`src/rtl/rstb_seq_pkg.sv`:
```
`default_nettype none
// ============================================================================
// Module   : rstb_seq_pkg
// Purpose  : Shared types and elaboration-time helpers for the RSTB reset
//            sequencer (state encoding, parameter legality check).
// Contents : state_t        - FSM state enum (IDLE, HOLD, RELEASE)
//            params_legal() - constant function validating sequencer params
// Revision : 1.0 - initial release
// ============================================================================
package rstb_seq_pkg;

  typedef enum logic [1:0] {
    IDLE    = 2'd0,
    HOLD    = 2'd1,
    RELEASE = 2'd2
  } state_t;

  // True when the parameter set can be built: at least one domain, non-zero
  // hold and gap, and a counter wide enough for the larger of the two.
  function automatic bit params_legal(input int n_dom, input int hold_cyc,
                                      input int gap_cyc, input int cw);
    int mx;
    mx = (hold_cyc > gap_cyc) ? hold_cyc : gap_cyc;
    return (n_dom >= 1) && (hold_cyc >= 1) && (gap_cyc >= 1) && (cw >= 1) &&
           ((cw >= 31) || (mx < (1 << cw)));
  endfunction

endpackage : rstb_seq_pkg
`default_nettype wire

```
`src/rtl/rstb_seq_timer.sv`:
```
`default_nettype none
// ============================================================================
// Module   : rstb_seq_timer
// Purpose  : CW-bit up-counter with clear, enable and terminal-count compare.
//            Returns to 0 on the cycle it is enabled at terminal count, so it
//            never wraps. Shared by the HOLD and GAP phases of the sequencer.
// Ports    : clk     in  clock
//            rst     in  synchronous active-high reset
//            clr     in  synchronous clear (priority over enable)
//            en      in  count enable
//            term    in  terminal count value
//            at_term out count currently equals term
// Revision : 1.0 - initial release
// ============================================================================
module rstb_seq_timer #(
  parameter int CW = 8
) (
  input  logic          clk,
  input  logic          rst,
  input  logic          clr,
  input  logic          en,
  input  logic [CW-1:0] term,
  output logic          at_term
);

  logic [CW-1:0] count;

  assign at_term = (count == term);

  always_ff @(posedge clk) begin
    if (rst || clr) begin
      count <= '0;
    end else if (en) begin
      if (at_term) begin
        count <= '0;
      end else begin
        count <= count + CW'(1);
      end
    end
  end

endmodule : rstb_seq_timer
`default_nettype wire

```
`src/rtl/rstb_sequencer.sv`:
```
`default_nettype none
// ============================================================================
// Module   : rstb_sequencer
// Purpose  : Drives active-low reset pins of N_DOM flop-bank domains. Holds
//            all domains low for HOLD_CYC cycles, then releases them one at a
//            time, GAP_CYC cycles apart, in ascending index order. Every
//            output is a flop.
// Ports    : clk      in  clock
//            rst      in  synchronous active-high reset (starts a sequence)
//            pwr_ok   in  power-good; low forces all domains into reset
//            req      in  single-cycle reset request
//            rstb_out out active-low reset per domain (bit i -> domain i)
//            busy     out high whenever the FSM is not IDLE
//            done     out one-cycle pulse on the last domain release
// Revision : 1.0 - initial release
// ============================================================================
module rstb_sequencer
  import rstb_seq_pkg::*;
#(
  parameter int N_DOM    = 4,
  parameter int HOLD_CYC = 8,
  parameter int GAP_CYC  = 2,
  parameter int CW       = 8
) (
  input  logic             clk,
  input  logic             rst,
  input  logic             pwr_ok,
  input  logic             req,
  output logic [N_DOM-1:0] rstb_out,
  output logic             busy,
  output logic             done
);

  localparam int               IW        = $clog2(N_DOM) + 1;
  localparam logic [CW-1:0]    HOLD_TERM = CW'(HOLD_CYC - 1);
  localparam logic [CW-1:0]    GAP_TERM  = CW'(GAP_CYC - 1);
  localparam logic [N_DOM-1:0] ONE       = N_DOM'(1);
  localparam logic [IW-1:0]    LAST_IDX  = IW'(N_DOM - 1);

  if (!params_legal(N_DOM, HOLD_CYC, GAP_CYC, CW)) begin : g_param_check
    $error("rstb_sequencer: illegal parameter set");
  end

  state_t        state;
  logic [IW-1:0] idx;
  logic          abort;
  logic          tmr_clr;
  logic          tmr_at_term;
  logic [CW-1:0] tmr_term;

  // Power loss outranks a request, but both force the same restart, so a
  // single abort term covers them.
  assign abort    = !pwr_ok || req;
  // The timer only runs in HOLD/RELEASE; any restart re-arms it from 0,
  // which is what guarantees the full HOLD_CYC low width.
  assign tmr_clr  = abort || (state == IDLE);
  assign tmr_term = (state == HOLD) ? HOLD_TERM : GAP_TERM;

  rstb_seq_timer #(
    .CW (CW)
  ) u_timer (
    .clk     (clk),
    .rst     (rst),
    .clr     (tmr_clr),
    .en      (1'b1),
    .term    (tmr_term),
    .at_term (tmr_at_term)
  );

  always_ff @(posedge clk) begin
    if (rst) begin
      state    <= HOLD;
      idx      <= '0;
      rstb_out <= '0;
      busy     <= 1'b1;
      done     <= 1'b0;
    end else begin
      done <= 1'b0;
      if (abort) begin
        state    <= HOLD;
        idx      <= '0;
        rstb_out <= '0;
        busy     <= 1'b1;
      end else begin
        case (state)
          IDLE: begin
            rstb_out <= '1;
            busy     <= 1'b0;
          end
          HOLD: begin
            if (tmr_at_term) begin
              if (N_DOM == 1) begin
                state    <= IDLE;
                rstb_out <= '1;
                busy     <= 1'b0;
                done     <= 1'b1;
              end else begin
                state    <= RELEASE;
                rstb_out <= ONE;
                idx      <= IW'(1);
              end
            end
          end
          RELEASE: begin
            if (tmr_at_term) begin
              // Bits below idx are already 1, so OR-ing keeps ascending order.
              rstb_out <= rstb_out | (ONE << idx);
              if (idx == LAST_IDX) begin
                state <= IDLE;
                idx   <= '0;
                busy  <= 1'b0;
                done  <= 1'b1;
              end else begin
                idx <= idx + IW'(1);
              end
            end
          end
          default: begin
            state    <= HOLD;
            idx      <= '0;
            rstb_out <= '0;
            busy     <= 1'b1;
          end
        endcase
      end
    end
  end

endmodule : rstb_sequencer
`default_nettype wire

```
`config.mk`:
```
export PLATFORM = sky130hd
export DESIGN_NAME = rstb_sequencer
export DESIGN_NICKNAME = d
export VERILOG_FILES = /design/src/rtl/rstb_seq_pkg.sv /design/src/rtl/rstb_seq_timer.sv /design/src/rtl/rstb_sequencer.sv
export SDC_FILE = /design/constraint.sdc
export NUM_CORES = 1
export LEC_CHECK = 0
export ABC_AREA = 1
export BUFFER_PORTS_ARGS = -buffer_cell sky130_fd_sc_hd__buf_2
export CAP_MARGIN = 0
export CORE_MARGIN = 1.5
export CORE_UTILIZATION = 40
export DETAILED_ROUTE_END_ITERATION = 7
export HOLD_SLACK_MARGIN = 0.02
export PLACE_DENSITY = 0.55
export SLEW_MARGIN = 10
export SYNTH_ARGS = -nofsm -noshare
export SYNTH_HDL_FRONTEND = slang
export SYNTH_SLANG_ARGS = --single-unit
```
`constraint.sdc`:
```
create_clock -name clk -period 3.5 [get_ports clk]
set_input_delay 0.175 -clock clk [delete_from_list [all_inputs] [get_ports clk]]
set_output_delay 0.175 -clock clk [all_outputs]
set_load 0.02 [all_outputs]
```
==> flow_summary.ini <==
[finish]
fill_cells = 243
final_util_pct = 47.9
multi_input_area_um2 = 542
num_antenna_cells = 0
layout.nets = 161
seq_area_um2 = 380
area_delta_synth_final_pct = 9.46
drive_above_1_share_pct = 15.0

[sta]
hold_viol = 0
post-route-period-util_pct = 46.6
finalSetupViolations = 0
period_minus_slack_ns = 1.63
clock_skew_ns = 0.00961
fmax_mhz = 613
maxSlewHeadroom_pct = 79.7
fin_ws_ns = 1.87
worstMarginPinSlew_ns = 0.304
finalSetupTns_ns = 0
maxSlewViolCount = 0
rsz0062_at_grt = false

[grt]
antenna_found_initial = 0
grtUsageTotal_pct = 16.0
first_global_vias = 810
grt_max_degree = 13
grt_pass1_wl_um = 3210
grt.overflow.total = 0

[routing]
avgRoutedWirePerCell_um = 10.6
wl_um = 1850
drc = 0
via_per_inst = 4.84
ant_nets = 0
drt_iter0_drc = 5
dr_total_vias = 847
firstDrtPassIters = 3

[clock_network]
clk_latency_ns = 0.31
clk_pin_slew_ns = 0.11
cts-root-buf = clkbuf_4
cts_tree = yes
post_cts_buffers = 0
ctsHoldBuffers = 0
cts.sink_count = 19
cts_buffers = 3
cts_resized = 0
clock_path_buffers = 2
htree_num_levels = 1

[setup_path]
crit_fanout = 12
critPathKind = register to register
required_ns = 3.72
worstPathArrival_ns = 1.85
cp-start-kind = register
crit_path_end_kind = register
reg2reg_setup_slack_ns = 1.87

[floorplan]
rows = 17
initial_core_util_pct = 43.7
io_pins = 10
die_y_um = 53.1
die_area_um2 = 2820
dieWidth_um = 53.1
coreArea_um2 = 2300

[min_path]
hp-class = input port to register

[logic_synthesis]
synth_top_cell_area_share_pct = 37.9
synth_seq_cells = 19
synth_warnings = 0
synthCells = 135
synth_edf_count = 0
syn_nets = 148
synthArstFlopShare_pct = 0
ys_seq_area_share_pct = 37.9
netlist_area_um2 = 1000
synthTopCellsByArea = dfxtp_1, ha_1, nand2_1
yosysMostFrequentCell = nand2_1
synth_commonest_cells = nand2_1, dfxtp_1, nor2_1
synth_top_area_cell = dfxtp_1
postSynthAreaPerCell_um2 = 7.44
synth_ff_type = dfxtp_1
synth_cell_types = 21

[pwr]
swShare_pct = 22.7
combinationalPowerShare_pct = 2.8
p_total_mw = 0.343
p_leak_nw = 0.507
p_sw_mw = 0.0777
clkPwrFrac_pct = 33.7
internal-power_mw = 0.265
ir_worst_vdd_mv = 0.189
seqPwrFrac_pct = 63.5
power.density_nw_per_um2 = 311

[place]
routabilityCongestion = 0.864
dp.final_hpwl_um = 1430
place_ws_ns = 1.88
port_buffers = 9

[run]
cap_violations = 0

[outcome]
status = finished clean
==> layout by cell type, fill, tap and decap left out, types with 2 or more instances in the layout <==
cell	n
nor2_1	19
nor4_1	2
buf_2	9
nand2_1	28
nor3_1	5
a21oi_1	10
nand2_2	4
nor3b_1	2
dfxtp_1	19
inv_2	2
o21ai_0	2
nand3_1	8
inv_1	17
clkbuf_4	3
ha_1	9
==> state kept, by name, summed over array words and instances, names as in the netlist <==
register and cells:
idx 3, busy 1, rstb_out 4, done 1, state 2, u_timer.count 8
==> per-layer routing <==
metal | vias up | track usage [%] | routed length, um
met4 | 0 | 8.55 | 42
met1 | 384 | 16.2 | 810
met5 | - | 0 | 0
met2 | 7 | 28.1 | 943
li1 | 451 | - | -
met3 | 5 | 5.93 | 53
==> stage by stage <==
stage                     cells  instance area [um^2]  hold slack, ns
after global routing        175                  1100           0.137
after CTS                   175                  1100           0.125
final                       175                  1100           0.125
after global placement      171                  1070           0.449
after detailed placement    171                  1070           0.445
after floorplan             135                  1000           0.303
==> worst max-delay path, stage by stage (launching register included) <==
cell and delay (ns):
dfxtp_1 0.39, inv_1 0.08, ha_1 0.25, nor2_1 0.12
nand2_1 0.06, nand2_2 0.07, nand3_4 0.08, nand2_2 0.20
nand2_2 0.11, o21ai_1 0.14, inv_1 0.05
==> layout make-up <==
| type | instances | area share [%] |
|---|---|---|
| repair buffers | 9 | 4.10 |
| well taps | 28 | 3.19 |
| multi-input cells | 96 | 49.3 |
| clock buffers | 4 | 2.39 |
| inverters | 19 | 6.48 |
| flip-flops and latches | 19 | 34.6 |
==> path summary, 6_finish.rpt <==
check,start,end,depth (start not counted)
worst min-delay path,req,state[0],3
worst max-delay path,state[1],idx[2],10
worst min register to register,rstb_out[0],rstb_out[0],2
worst max register to register,state[1],idx[2],10
==> power groups by stage <==
stage / Combinational, mW / Clock (mW) / Sequential [mW]
after floorplan: 0.00603 / 0 / 0.222
after global placement: 0.00951 / 0 / 0.222
after detailed placement: 0.00964 / 0 / 0.222
after CTS: 0.00971 / 0.120 / 0.217
after global routing: 0.0109 / 0.130 / 0.218
final: 0.00964 / 0.115 / 0.217
==> cell families (layout without fill, tap and decap cells) <==
| group | after synthesis | in the layout | synth area share (%) |
|---|---|---|---|
| xor gates and xnor gates | 1 | 1 | 0.872 |
| DFF | 19 | 19 | 37.9 |
| and+or+nand+nor | 73 | 73 | 35.4 |
| adders and majority gates | 9 | 9 | 11.2 |
| AOI/OAI and AO/OA | 13 | 13 | 6.48 |
| buffers and inverters | 20 | 32 | 8.22 |
Note: power is estimated with default switching activity, not from simulation.
